File: config.mk
export PLATFORM = sky130hd
export DESIGN_NAME = ternary_tree_driver_flat
export DESIGN_NICKNAME = d
export VERILOG_FILES = /design/src/rtl/ternary_tree_driver_if.sv /design/src/rtl/ternary_tree_driver.sv /design/src/flat_wrapper.sv
export SDC_FILE = /design/constraint.sdc
export NUM_CORES = 1
export LEC_CHECK = 0
export BUFFER_PORTS_ARGS = -buffer_cell sky130_fd_sc_hd__buf_2
export CORE_UTILIZATION = 55
export DETAILED_ROUTE_END_ITERATION = 12
export PLACE_DENSITY_LB_ADDON = 0.3
export SLEW_MARGIN = 0
export SYNTH_ARGS = -nofsm -noshare
export SYNTH_HDL_FRONTEND = slang
export SYNTH_SLANG_ARGS = --single-unit
export TNS_END_PERCENT = 1
File: constraint.sdc
create_clock -name CLK -period 3.4 [get_ports CLK]
set_clock_uncertainty 0.15 [all_clocks]
set_input_delay 0.17 -clock CLK [delete_from_list [all_inputs] [get_ports CLK]]
set_output_delay 0.17 -clock CLK [all_outputs]
set_load 0.01 [all_outputs]
File: src/rtl/ternary_tree_driver_if.sv
// Operand and result streams between a serial source/sink and the tree driver.
// Optional TREE_DRV_OVF_EN adds the RES_OVF result flag.
interface ternary_tree_driver_if #(
    parameter int unsigned WIDTH = 16
);
    logic             IN_VALID;
    logic             IN_READY;
    logic [WIDTH-1:0] IN_DATA;
    logic             RES_VALID;
    logic             RES_READY;
    logic [WIDTH-1:0] RES_DATA;
`ifdef TREE_DRV_OVF_EN
    logic             RES_OVF;

    modport master (
        output IN_VALID, IN_DATA, RES_READY,
        input  IN_READY, RES_VALID, RES_DATA, RES_OVF
    );
    modport slave (
        input  IN_VALID, IN_DATA, RES_READY,
        output IN_READY, RES_VALID, RES_DATA, RES_OVF
    );
`else
    modport master (
        output IN_VALID, IN_DATA, RES_READY,
        input  IN_READY, RES_VALID, RES_DATA
    );
    modport slave (
        input  IN_VALID, IN_DATA, RES_READY,
        output IN_READY, RES_VALID, RES_DATA
    );
`endif
endinterface

File: src/rtl/ternary_tree_driver.sv
// Operand-side controller for the five-input ternary adder tree: loads five operands serially,
// holds them on A..E, waits out the tree latency and returns the captured sum.
// Optional macro TREE_DRV_OVF_EN adds RES_OVF, flagging a true sum above 2^WIDTH-1.
module ternary_tree_driver #(
    parameter int unsigned WIDTH        = 16,
    parameter int unsigned TREE_LATENCY = 1
) (
    input  logic                   CLK,
    input  logic                   RST_N,
    ternary_tree_driver_if.slave   bus,
    output logic [WIDTH-1:0]       A,
    output logic [WIDTH-1:0]       B,
    output logic [WIDTH-1:0]       C,
    output logic [WIDTH-1:0]       D,
    output logic [WIDTH-1:0]       E,
    input  logic [WIDTH-1:0]       SUM_IN
);

    typedef enum logic [1:0] {StLoad, StWait, StDone} state_e;

    state_e           state_q;
    logic [2:0]       idx_q;
    logic [3:0]       cnt_q;
    logic [WIDTH-1:0] slot_q [5];
    logic             in_ready_q;
    logic             res_valid_q;
    logic [WIDTH-1:0] res_data_q;
    logic             accept;
`ifdef TREE_DRV_OVF_EN
    // Three guard bits hold the full five-operand sum.
    logic [WIDTH+2:0] acc_q;
    logic             res_ovf_q;
`endif

    assign accept = bus.IN_VALID && in_ready_q;

    // Load / wait / done sequencing with all outputs registered.
    always_ff @(posedge CLK or negedge RST_N) begin
        if (!RST_N) begin
            state_q     <= StLoad;
            idx_q       <= 3'd0;
            cnt_q       <= 4'd0;
            in_ready_q  <= 1'b0;
            res_valid_q <= 1'b0;
            res_data_q  <= '0;
            for (int i = 0; i < 5; i++) slot_q[i] <= '0;
`ifdef TREE_DRV_OVF_EN
            acc_q       <= '0;
            res_ovf_q   <= 1'b0;
`endif
        end else begin
            unique case (state_q)
                StLoad: begin
                    if (accept) begin
                        slot_q[idx_q] <= bus.IN_DATA;
`ifdef TREE_DRV_OVF_EN
                        acc_q <= acc_q + (WIDTH+3)'(bus.IN_DATA);
`endif
                        if (idx_q == 3'd4) begin
                            idx_q      <= 3'd0;
                            cnt_q      <= 4'(TREE_LATENCY);
                            in_ready_q <= 1'b0;
                            state_q    <= StWait;
                        end else begin
                            idx_q <= idx_q + 3'd1;
                        end
                    end else begin
                        // Covers the first edge after reset release.
                        in_ready_q <= 1'b1;
                    end
                end
                StWait: begin
                    if (cnt_q != 4'd0) begin
                        cnt_q <= cnt_q - 4'd1;
                    end else begin
                        res_data_q  <= SUM_IN;
                        res_valid_q <= 1'b1;
`ifdef TREE_DRV_OVF_EN
                        res_ovf_q   <= |acc_q[WIDTH+2:WIDTH];
`endif
                        state_q     <= StDone;
                    end
                end
                StDone: begin
                    if (bus.RES_READY) begin
                        res_valid_q <= 1'b0;
                        in_ready_q  <= 1'b1;
                        state_q     <= StLoad;
`ifdef TREE_DRV_OVF_EN
                        res_ovf_q   <= 1'b0;
                        acc_q       <= '0;
`endif
                    end
                end
                default: state_q <= StLoad;
            endcase
        end
    end

    assign A             = slot_q[0];
    assign B             = slot_q[1];
    assign C             = slot_q[2];
    assign D             = slot_q[3];
    assign E             = slot_q[4];
    assign bus.IN_READY  = in_ready_q;
    assign bus.RES_VALID = res_valid_q;
    assign bus.RES_DATA  = res_data_q;
`ifdef TREE_DRV_OVF_EN
    assign bus.RES_OVF   = res_ovf_q;
`endif

endmodule

File: src/flat_wrapper.sv
// flat-port wrapper written by rule: the top's interface ports become plain ports
module ternary_tree_driver_flat 
#(
    parameter int unsigned WIDTH        = 16,
    parameter int unsigned TREE_LATENCY = 1
)
  (CLK, RST_N, A, B, C, D, E, SUM_IN, bus_IN_VALID, bus_IN_DATA, bus_RES_READY, bus_IN_READY, bus_RES_VALID, bus_RES_DATA);
  ternary_tree_driver_if #(.WIDTH(WIDTH)) bus_i ();
  input  logic CLK;
  input  logic RST_N;
  output logic [WIDTH-1:0] A;
  output logic [WIDTH-1:0] B;
  output logic [WIDTH-1:0] C;
  output logic [WIDTH-1:0] D;
  output logic [WIDTH-1:0] E;
  input  logic [WIDTH-1:0] SUM_IN;
  input wire logic [$bits(bus_i.IN_VALID)-1:0] bus_IN_VALID;
  input wire logic [$bits(bus_i.IN_DATA)-1:0] bus_IN_DATA;
  input wire logic [$bits(bus_i.RES_READY)-1:0] bus_RES_READY;
  output wire logic [$bits(bus_i.IN_READY)-1:0] bus_IN_READY;
  output wire logic [$bits(bus_i.RES_VALID)-1:0] bus_RES_VALID;
  output wire logic [$bits(bus_i.RES_DATA)-1:0] bus_RES_DATA;
  assign bus_i.IN_VALID = bus_IN_VALID;
  assign bus_i.IN_DATA = bus_IN_DATA;
  assign bus_i.RES_READY = bus_RES_READY;
  assign bus_IN_READY = bus_i.IN_READY;
  assign bus_RES_VALID = bus_i.RES_VALID;
  assign bus_RES_DATA = bus_i.RES_DATA;
  ternary_tree_driver #(.WIDTH(WIDTH), .TREE_LATENCY(TREE_LATENCY)) u_core (.CLK(CLK), .RST_N(RST_N), .bus(bus_i), .A(A), .B(B), .C(C), .D(D), .E(E), .SUM_IN(SUM_IN));
endmodule
==> results.py <==
metrics = {
    "run_status": {
        "outcome": "complete, no violations",
    },
    "floorplanning": {
        "core_area_mm2": 0.00741,
        "rows": 31,
        "dieHeight_um": 90.6,
        "dieArea_mm2": 0.00820,
        "io_pins": 134,
        "initial_core_util_pct": 58.3,
        "die_w_um": 90.6,
    },
    "placed_design": {
        "io_buffers": 133,
        "dpl_cell_area_mm2": 0.00503,
        "hpwlAfterDp_um": 5960,
        "gp_congestion": 0.741,
        "post-place-ws_ps": 857,
        "dpl.cell_count": 489,
    },
    "job": {
        "drv_cap": 0,
    },
    "setup_path": {
        "cp-start-kind": "register",
        "reg2reg_depth": 3,
        "worst-path-stages": 3,
        "arrival_ps": 2660,
        "setup.worst_path.end": "u_core.C[3]",
        "max_stage_delay_ps": 960,
        "critPathKind": "reg -> reg",
        "rrSetupSlack_ps": 830,
        "path_delay_family": "simple AND/OR/NAND/NOR gates",
        "cpMaxStageDelayCell": "or4_1",
        "crit_path_end_kind": "register",
        "path_max_fanout": 16,
        "rr_startpoint": "u_core.state_q[1]",
        "cp.buffers_inverters": 0,
        "worstPathCellList": "nand4bb_1, or4_1, mux2_1",
        "critPathLaunch": "u_core.state_q[1]",
        "critPathRequiredTime_ps": 3490,
        "r2r-end": "u_core.C[3]",
    },
    "yosys": {
        "synthFlopType": "dfrtp_1",
        "synth_top_area_share_pct": 62.0,
        "yosysWarnings": 0,
        "yosysSeqAreaShare_pct": 62.0,
        "async_flop_share_pct": 100,
        "synth.cell_area_mm2": 0.00432,
        "netlist_instances": 265,
        "syn-num-nets": 305,
        "synthSimpleGateAreaFrac_pct": 4.03,
        "synth_xor_area_share_pct": 0.203,
        "synth_edf_count": 0,
        "yosys.area.top_type": "dfrtp_1",
        "synth-seq-cells": 107,
        "yosys.cell_types.count": 31,
        "yosys.area_share.adder_pct": 1.16,
        "synth_common_cells": "107 x dfrtp_1, 42 x mux2_2, 30 x mux2_4",
        "synth_compound_area_share_pct": 2.09,
        "synth_top_family_by_area": "multiplexers",
        "synth_area_leaders": "dfrtp_1 62%, mux2_2 11%, mux2_4 10%",
        "syn_area_per_cell_um2": 16.3,
        "synth_most_common_cell": "dfrtp_1",
        "synthMuxAreaShare_pct": 27.7,
    },
    "global_route": {
        "grt_max_degree": 93,
        "grt-ovfl-total": 0,
        "grt_first_pass_wirelength_um": 14600,
        "grt_pass1_vias": 2870,
        "grt.total_usage_pct": 23.1,
        "antenna_found_initial": 0,
    },
    "power": {
        "power_density_mw_per_mm2": 916,
        "ir_drop_mv": 0.400,
        "p_leak_nw": 2.77,
    },
    "clock_network": {
        "cts_resized": 0,
        "htree_levels": 3,
        "insertion_delay_ps": 350,
        "numClockSinks": 107,
        "postCtsSetupRepairBufs": 0,
        "cts_tree": "yes",
        "cts_buffers": 9,
        "cts_root_buf": "clkbuf_8",
        "clock_path_buffers": 2,
        "clk_pin_slew_ps": 90,
    },
    "detailed_routing": {
        "drc": 0,
        "drtIter0Drc": 75,
        "via_per_inst": 5.12,
        "met1_length_um": 3890,
        "drt-total-wl_um": 8910,
        "firstDrtPassIters": 4,
        "dr_wl_met2_um": 4450,
        "wl_met3_um": 425,
        "drt.antenna.violating_nets": 0,
        "routedWlPerCell_um": 16.5,
        "route.top_layer_used": "met4",
        "vias": 2760,
    },
    "timing": {
        "rsz0062_at_grt": "false",
        "hold_violations": 0,
        "finalCriticalPeriod_ps": 2570,
        "min_period_over_period_pct": 75.7,
        "drv_slew": 0,
        "setup_violations": 0,
        "final.setup.tns_ps": 0,
        "tightest_slew_ps": 1120,
        "relSlewSlack_pct": 25.2,
        "fin_ws_ps": 827,
        "fmax_mhz": 389,
    },
    "finish": {
        "area_growth_pct": 28.4,
        "final_nets": 475,
        "layout-drive-gt1-share_pct": 51.6,
        "fin_area_mm2": 0.00554,
        "diodes": 0,
        "fin_util_pct": 74.8,
        "layout.cells.non_filler": 539,
    },
    "hold_path": {
        "hold_path_class": "in -> reg",
    },
}
## report_power, final
part           switching [mW]  total [mW]  internal, mW  leakage [nW]
logic                   0.975        2.13          1.15          1.41
registers               0.364        2.27          1.90          1.28
clock network           0.412       0.678         0.267        0.0787
## metrics by stage
| step | total power, mW | hold slack (ps) |
|---|---|---|
| final | 5.08 | 138 |
| after global placement | 4.30 | 249 |
| after floorplan | 3.57 | -276 |
| after CTS | 5.11 | 89.7 |
| after detailed placement | 4.41 | 252 |
| after global routing | 5.40 | 150 |
## state kept, by name (all words and copies together) (netlist names), 2 cells and up
signal / count
u_core.B: 16
u_core.E: 16
u_core.C: 16
u_core.state_q: 2
u_core.A: 16
u_core.cnt_q: 4
u_core.idx_q: 3
u_core.D: 16
u_core.bus.RES_DATA: 16
## per-layer routing
layer	up-vias	global-route usage (%)
met5	-	0
met4	0	5.91
met3	15	6.31
met2	82	39.5
met1	1387	29.0
li1	1276	-
## cell type report
| class | instances | area, um2 |
|---|---|---|
| clock buffer | 10 | 128 |
| multi-input combinational | 141 | 1520 |
| fill | 495 | 1870 |
| timing repair buffer | 170 | 1030 |
| tap | 99 | 124 |
| inverter | 6 | 22.5 |
| sequential | 107 | 2680 |
| clock inverter | 6 | 41.3 |
## worst register-to-register path: stages (launching register included)
cell and delay [ps]:
dfrtp_1 440, nand4bb_1 420, or4_1 960, mux2_1 490
## worst min-delay path by stage
| stage | start | endpoint | slack, ps | depth (start not counted) |
|---|---|---|---|---|
| global placement | bus_RES_READY | u_core.state_q[1] | 250 | 2 |
| CTS | bus_IN_VALID | u_core.bus.IN_READY | 90 | 4 |
| floorplan | RST_N | u_core.A[0] | -280 | 0 |
| detailed placement | bus_RES_READY | u_core.state_q[1] | 250 | 2 |
| global route | bus_IN_VALID | u_core.bus.IN_READY | 150 | 4 |
| finish | bus_IN_VALID | u_core.bus.IN_READY | 140 | 4 |
## kinds of logic (layout without fill, tap and decap cells)
logic type	count (synthesis)	after routing
and+or+nand+nor	25	25
adders and majority gates	4	4
AOI/OAI and AO/OA	15	15
buffers and inverters	17	192
muxes	96	96
DFF	107	107
xor gates and xnor gates	1	1
## placed cells by master, fill, tap and decap left out, types with 2 or more instances in the layout
cell type and n:
nor3b_1 2, clkbuf_8 9, buf_4 4, mux2_4 30, mux2_1 24, clkinvlp_4 3, nand2_1 8, ha_1 4
o21ai_0 8, clkinv_2 2, o2bb2ai_1 2, dlygate4sd3_1 34, buf_2 132, or4_1 2, dfrtp_1 107, mux2_2 42
a21oi_1 3, inv_1 6, nor3_1 2
## timing repair
item                       CTS  global route
hold endpoints to repair   189             0
setup endpoints to repair    0             0
hold buffers                34             0
No activity file was read; power rests on OpenSTA's default activity.
